File: src/rtl/ec_gpio_ctrl.sv
// ec_gpio_ctrl: Avalon-MM GPIO controller with per-bit direction, atomic
// set/clear, synchronised inputs, sticky edge capture and maskable irq.
//
// Ports:
//   clk, reset_n          system clock, async active-low reset
//   address[2:0]          word address
//   chipselect, write_n   write when chipselect=1 and write_n=0
//   writedata[31:0]       write data (bits >= WIDTH ignored)
//   readdata[31:0]        registered read data, 1-cycle latency
//   in_port[WIDTH-1:0]    asynchronous pin inputs
//   out_port[WIDTH-1:0]   output data register
//   out_en[WIDTH-1:0]     per-bit output enable (DIRECTION)
//   irq                   registered level interrupt
module ec_gpio_ctrl #(
  parameter int unsigned       WIDTH       = 32,
  parameter logic [WIDTH-1:0]  DIR_RESET   = '0,
  parameter logic [WIDTH-1:0]  OUT_RESET   = '0,
  parameter int unsigned       EDGE_TYPE   = 0,
  parameter int unsigned       SYNC_STAGES = 2
) (
  input  logic             clk,
  input  logic             reset_n,
  input  logic [2:0]       address,
  input  logic             chipselect,
  input  logic             write_n,
  input  logic [31:0]      writedata,
  output logic [31:0]      readdata,
  input  logic [WIDTH-1:0] in_port,
  output logic [WIDTH-1:0] out_port,
  output logic [WIDTH-1:0] out_en,
  output logic             irq
);

  localparam int unsigned DATA_W = 32;

  localparam logic [2:0] A_DATA     = 3'd0;
  localparam logic [2:0] A_DIR      = 3'd1;
  localparam logic [2:0] A_MASK     = 3'd2;
  localparam logic [2:0] A_EDGE     = 3'd3;
  localparam logic [2:0] A_OUTSET   = 3'd4;
  localparam logic [2:0] A_OUTCLEAR = 3'd5;

  logic [WIDTH-1:0] sync_q [SYNC_STAGES];
  logic [WIDTH-1:0] prev_q;
  logic [WIDTH-1:0] irq_mask_q;
  logic [WIDTH-1:0] edge_cap_q;

  logic              wr_c;
  logic [WIDTH-1:0]  wdata_c;
  logic [WIDTH-1:0]  sync_c;
  logic [WIDTH-1:0]  edge_c;
  logic [WIDTH-1:0]  din_c;
  logic [WIDTH-1:0]  clr_c;
  logic [WIDTH-1:0]  out_nxt_c;
  logic [DATA_W-1:0] rd_nxt_c;

  assign wr_c    = chipselect & ~write_n;
  assign wdata_c = writedata[WIDTH-1:0];
  assign sync_c  = sync_q[SYNC_STAGES-1];

  // Input synchroniser chain followed by the edge-detect delay flop.
  always_ff @(posedge clk or negedge reset_n) begin
    if (!reset_n) begin
      for (int i = 0; i < int'(SYNC_STAGES); i++) sync_q[i] <= '0;
      prev_q <= '0;
    end else begin
      sync_q[0] <= in_port;
      for (int i = 1; i < int'(SYNC_STAGES); i++) sync_q[i] <= sync_q[i-1];
      prev_q <= sync_c;
    end
  end

  // Per-bit edge detection on the synchronised value.
  always_comb begin
    edge_c = '0;
    case (EDGE_TYPE)
      0:       edge_c = sync_c & ~prev_q;
      1:       edge_c = ~sync_c & prev_q;
      default: edge_c = sync_c ^ prev_q;
    endcase
  end

  // DATA read view: driven bits show out_port, input bits show the pin.
  assign din_c = (out_port & out_en) | (sync_c & ~out_en);

  // Write-1-clear mask for EDGE_CAPTURE.
  assign clr_c = (wr_c && address == A_EDGE) ? wdata_c : '0;

  // Output register next value: load, atomic set, atomic clear.
  always_comb begin
    out_nxt_c = out_port;
    if (wr_c) begin
      case (address)
        A_DATA:     out_nxt_c = wdata_c;
        A_OUTSET:   out_nxt_c = out_port | wdata_c;
        A_OUTCLEAR: out_nxt_c = out_port & ~wdata_c;
        default:    out_nxt_c = out_port;
      endcase
    end
  end

  // Read mux; upper bits zero-extended.
  always_comb begin
    rd_nxt_c = '0;
    case (address)
      A_DATA:  rd_nxt_c = DATA_W'(din_c);
      A_DIR:   rd_nxt_c = DATA_W'(out_en);
      A_MASK:  rd_nxt_c = DATA_W'(irq_mask_q);
      A_EDGE:  rd_nxt_c = DATA_W'(edge_cap_q);
      default: rd_nxt_c = '0;
    endcase
  end

  // Register file, sticky capture (set beats clear) and irq.
  always_ff @(posedge clk or negedge reset_n) begin
    if (!reset_n) begin
      out_port   <= OUT_RESET;
      out_en     <= DIR_RESET;
      irq_mask_q <= '0;
      edge_cap_q <= '0;
      irq        <= 1'b0;
      readdata   <= '0;
    end else begin
      out_port   <= out_nxt_c;
      if (wr_c && address == A_DIR)  out_en     <= wdata_c;
      if (wr_c && address == A_MASK) irq_mask_q <= wdata_c;
      edge_cap_q <= (edge_cap_q & ~clr_c) | edge_c;
      irq        <= |(edge_cap_q & irq_mask_q);
      readdata   <= rd_nxt_c;
    end
  end

endmodule
File: config.mk
export PLATFORM = sky130hd
export DESIGN_NAME = ec_gpio_ctrl
export DESIGN_NICKNAME = d
export VERILOG_FILES = /design/src/rtl/ec_gpio_ctrl.sv
export SDC_FILE = /design/constraint.sdc
export NUM_CORES = 1
export LEC_CHECK = 0
export ABC_CLOCK_PERIOD_IN_PS = 1400
export BUFFER_PORTS_ARGS = -buffer_cell sky130_fd_sc_hd__buf_2
export CORE_ASPECT_RATIO = 0.7
export CORE_MARGIN = 1
export CORE_UTILIZATION = 50
export DETAILED_ROUTE_END_ITERATION = 7
export PLACE_DENSITY = 0.75
export SLEW_MARGIN = 20
export SYNTH_ARGS = -nofsm -noshare
export SYNTH_HDL_FRONTEND = slang
export SYNTH_SLANG_ARGS = --single-unit
File: constraint.sdc
create_clock -name clk -period 1.4 [get_ports clk]
set_clock_uncertainty 0.15 [all_clocks]
set_input_delay 0.21 -clock clk [delete_from_list [all_inputs] [get_ports clk]]
set_output_delay 0.21 -clock clk [all_outputs]
set_load 0.005 [all_outputs]
==> impl_metrics.py <==
metrics = {
    "status": {
        "failed_checks": "negative setup slack",
        "status": "finished, violations left",
    },
    "clocking": {
        "clk_pin_slew_worst_paths_ps": 60,
        "cts.sinks": 257,
        "numCtsBuffers": 25,
        "clock-root-buffer": "clkbuf_16",
        "clock_latency_ps": 520,
        "cts_buffer_depth": 3,
        "h-tree-depth": 1,
        "cts_tree": "done",
    },
    "power_and_ir_drop": {
        "power_density_nw_per_um2": 1480,
        "vdd.ir_drop.worst_mv": 1.11,
        "p_leak_uw": 0.00678,
        "report.power.total_uw": 20800,
    },
    "floorplanning": {
        "initial_core_util": 0.519,
        "die_h_microns": 120,
        "die_area_sq_um": 20500,
        "io_pins": 168,
        "num_rows": 42,
        "core_area_sq_um": 19200,
        "die_w_microns": 171,
    },
    "finish": {
        "final_cells": 1404,
        "syn2layout_area_growth_pct": 40.4,
        "design_area_sq_um": 14000,
        "n_antenna_cell": 0,
        "final_layout_size_suffix_gt1_frac": 0.399,
        "nets": 1195,
        "fin_util": 0.729,
    },
    "route": {
        "wl_met3_microns": 2300,
        "wirelength_microns": 29400,
        "vias": 7977,
        "drt_iter0_markers": 688,
        "drt-met1-wl_microns": 12400,
        "viasPerCell": 5.68,
        "highest_layer": "met4",
        "met2_length_microns": 14000,
        "firstDrtPassIters": 4,
        "wl_per_cell_microns": 21.0,
        "drcViolationCount": 0,
        "drtAntennaViolNets": 0,
    },
    "worst_setup_path": {
        "reg2reg_depth": 3,
        "crit_path_max_fanout": 2,
        "crit_arrival_ps": 1790,
        "cp-start-kind": "flip-flop",
        "reg2reg_setup_slack_ps": -160,
        "end_kind": "flip-flop",
        "cp_data_required_time_ps": 1630,
        "critPathKind": "flip-flop to flip-flop",
    },
    "timing": {
        "setup_viol": 26,
        "rsz0062_at_grt": "yes",
        "fin_crit_ps": 1560,
        "clock.fmax_ghz": 0.640,
        "worst_slack_ps": -163,
        "worst_pin_slew_ps": 422,
        "slew_violations": 0,
        "timing.final.crit_share": 1.12,
        "hold_viol_final": 0,
        "slew_headroom": 0.718,
    },
    "place": {
        "gp_congestion": 0.812,
        "place_area_sq_um": 11900,
        "dpl.hpwl_microns": 17900,
        "dp.cells": 1230,
        "port_buffers": 167,
        "place_ws_ps": -223,
    },
    "logic_synthesis": {
        "ys_seq_area_frac": 0.644,
        "synth.top_cell.area_share": 0.644,
        "synth_area_sq_um": 9980,
        "synthesis.nets": 815,
        "yosys-top-cells-area": "dfrtp_1 64%, mux2_4 4.5%, mux2_2 3.5%, a21oi_1 3.2%, mux2i_1 3.2%",
        "post_synth.cell_area_avg_sq_um": 13.4,
        "synthTopCellsByCount": "257 x dfrtp_1, 64 x a21oi_1, 64 x nand3_1",
        "synth_top_area_cell": "dfrtp_1",
        "async_flop_share": 1.00,
        "synthCells": 744,
        "ys.flop_type": "dfrtp_1",
        "synth_most_common_cell": "dfrtp_1",
        "ys_warn_count": 0,
        "netlist-cell-type-count": 31,
        "synth.ff_latch_count": 257,
        "synth_edf_count": 0,
    },
    "grt": {
        "antenna_found_initial": 0,
        "track_usage": 0.292,
        "grt-ovfl-total": 0,
        "first_global_vias": 8264,
        "grt_max_degree": 41,
        "grt_pass1_wl_microns": 45400,
    },
    "worst_hold_path": {
        "hold_class": "input port to asynchronous set/reset pin",
    },
    "run": {
        "drv_cap": 0,
    },
}
[worst max-delay path, cell delays in order (launching register included)]
cell,delay (ps)
dfrtp_1,410
a22oi_2,240
nand4_1,110
or4_1,530
[final timing paths]
check / startpoint / endpoint
worst max-delay path: edge_cap_q[20]$_DFF_PN0_ / irq$_DFF_PN0_
worst min-delay path: reset_n / out_en[22]$_DFFE_PN0P_
worst max register to register: edge_cap_q[20]$_DFF_PN0_ / irq$_DFF_PN0_
min in group clk: address[1] / readdata[14]$_DFF_PN0_
worst min register to register: sync_q[50]$_DFF_PN0_ / sync_c[18]$_DFF_PN0_
max in group asynchronous: reset_n / out_en[13]$_DFFE_PN0P_
[final cells by class]
cell class	instances	area, sq um
flip-flops and latches	257	6430
fillers	1274	5220
multi-input cells	407	3250
repair buffers	401	3000
clock buffers	31	678
well taps	264	330
clock inverters	12	210
inverters	32	120
[state kept, by name (all words and copies together), names as in the netlist]
signal,count
edge_cap_q,32
sync_q,32
readdata,32
prev_q,32
irq,1
out_port,32
sync_c,32
out_en,32
irq_mask_q,32
[logic make-up after synthesis]
family,count (synthesis),synth area share
DFF,257,0.644
muxes,96,0.116
AOI/OAI and AO/OA,220,0.153
and+or+nand+nor,91,0.0494
buffers and inverters,80,0.0380
[placed cells by master, fill, tap and decap left out, drive strengths merged]
| cell type | n |
|---|---|
| and3b | 1 |
| buf | 336 |
| nand4 | 4 |
| dlygate4sd3 | 65 |
| o21ai | 32 |
| o2bb2ai | 20 |
| dfrtp | 257 |
| clkinv | 6 |
| nor2b | 2 |
| a22o | 32 |
| clkbuf | 31 |
| or4 | 1 |
| a22oi | 16 |
| nand3 | 64 |
| mux2i | 32 |
| a211oi | 24 |
| nand2 | 2 |
| a221o | 20 |
| or3 | 1 |
| o21a | 12 |
| nor2 | 12 |
| bufinv | 6 |
| inv | 32 |
| mux2 | 64 |
| nor3b | 2 |
| nor4b | 1 |
| or2 | 1 |
| a21oi | 64 |
[per-stage QoR]
stage | TNS [ps] | hold WS (ps)
after floorplan | -14.5 | -236
after detailed placement | -20790 | -30.8
after CTS | -690 | 24.2
after global placement | -16670 | -28.8
final | -442 | 26.9
after global routing | -1850 | 47.7
[layer usage]
| metal | GRT usage | vias up |
|---|---|---|
| met2 | 0.476 | 412 |
| met3 | 0.0507 | 57 |
| li1 | - | 3491 |
| met1 | 0.400 | 4017 |
| met4 | 0.0965 | 0 |
| met5 | 0 | - |
[power by group]
group	internal (uW)	switching [uW]	total [uW]	leakage (uW)
registers	8370	631	9000	0.00300
logic	2550	1910	4460	0.00334
clock network	4520	2790	7310	0.000441
total	15400	5320	20800	0.00678
[timing repair]
item | in CTS | in global routing
hold buffers | 65 | 0
pin swaps | 3 | 2
endpoints found under the hold margin | 417 | 0
gates resized for setup | 7 | 10
buffers inserted | 70 | 4
setup endpoints to repair | 71 | 74
Power figures use the tool's default switching activity.
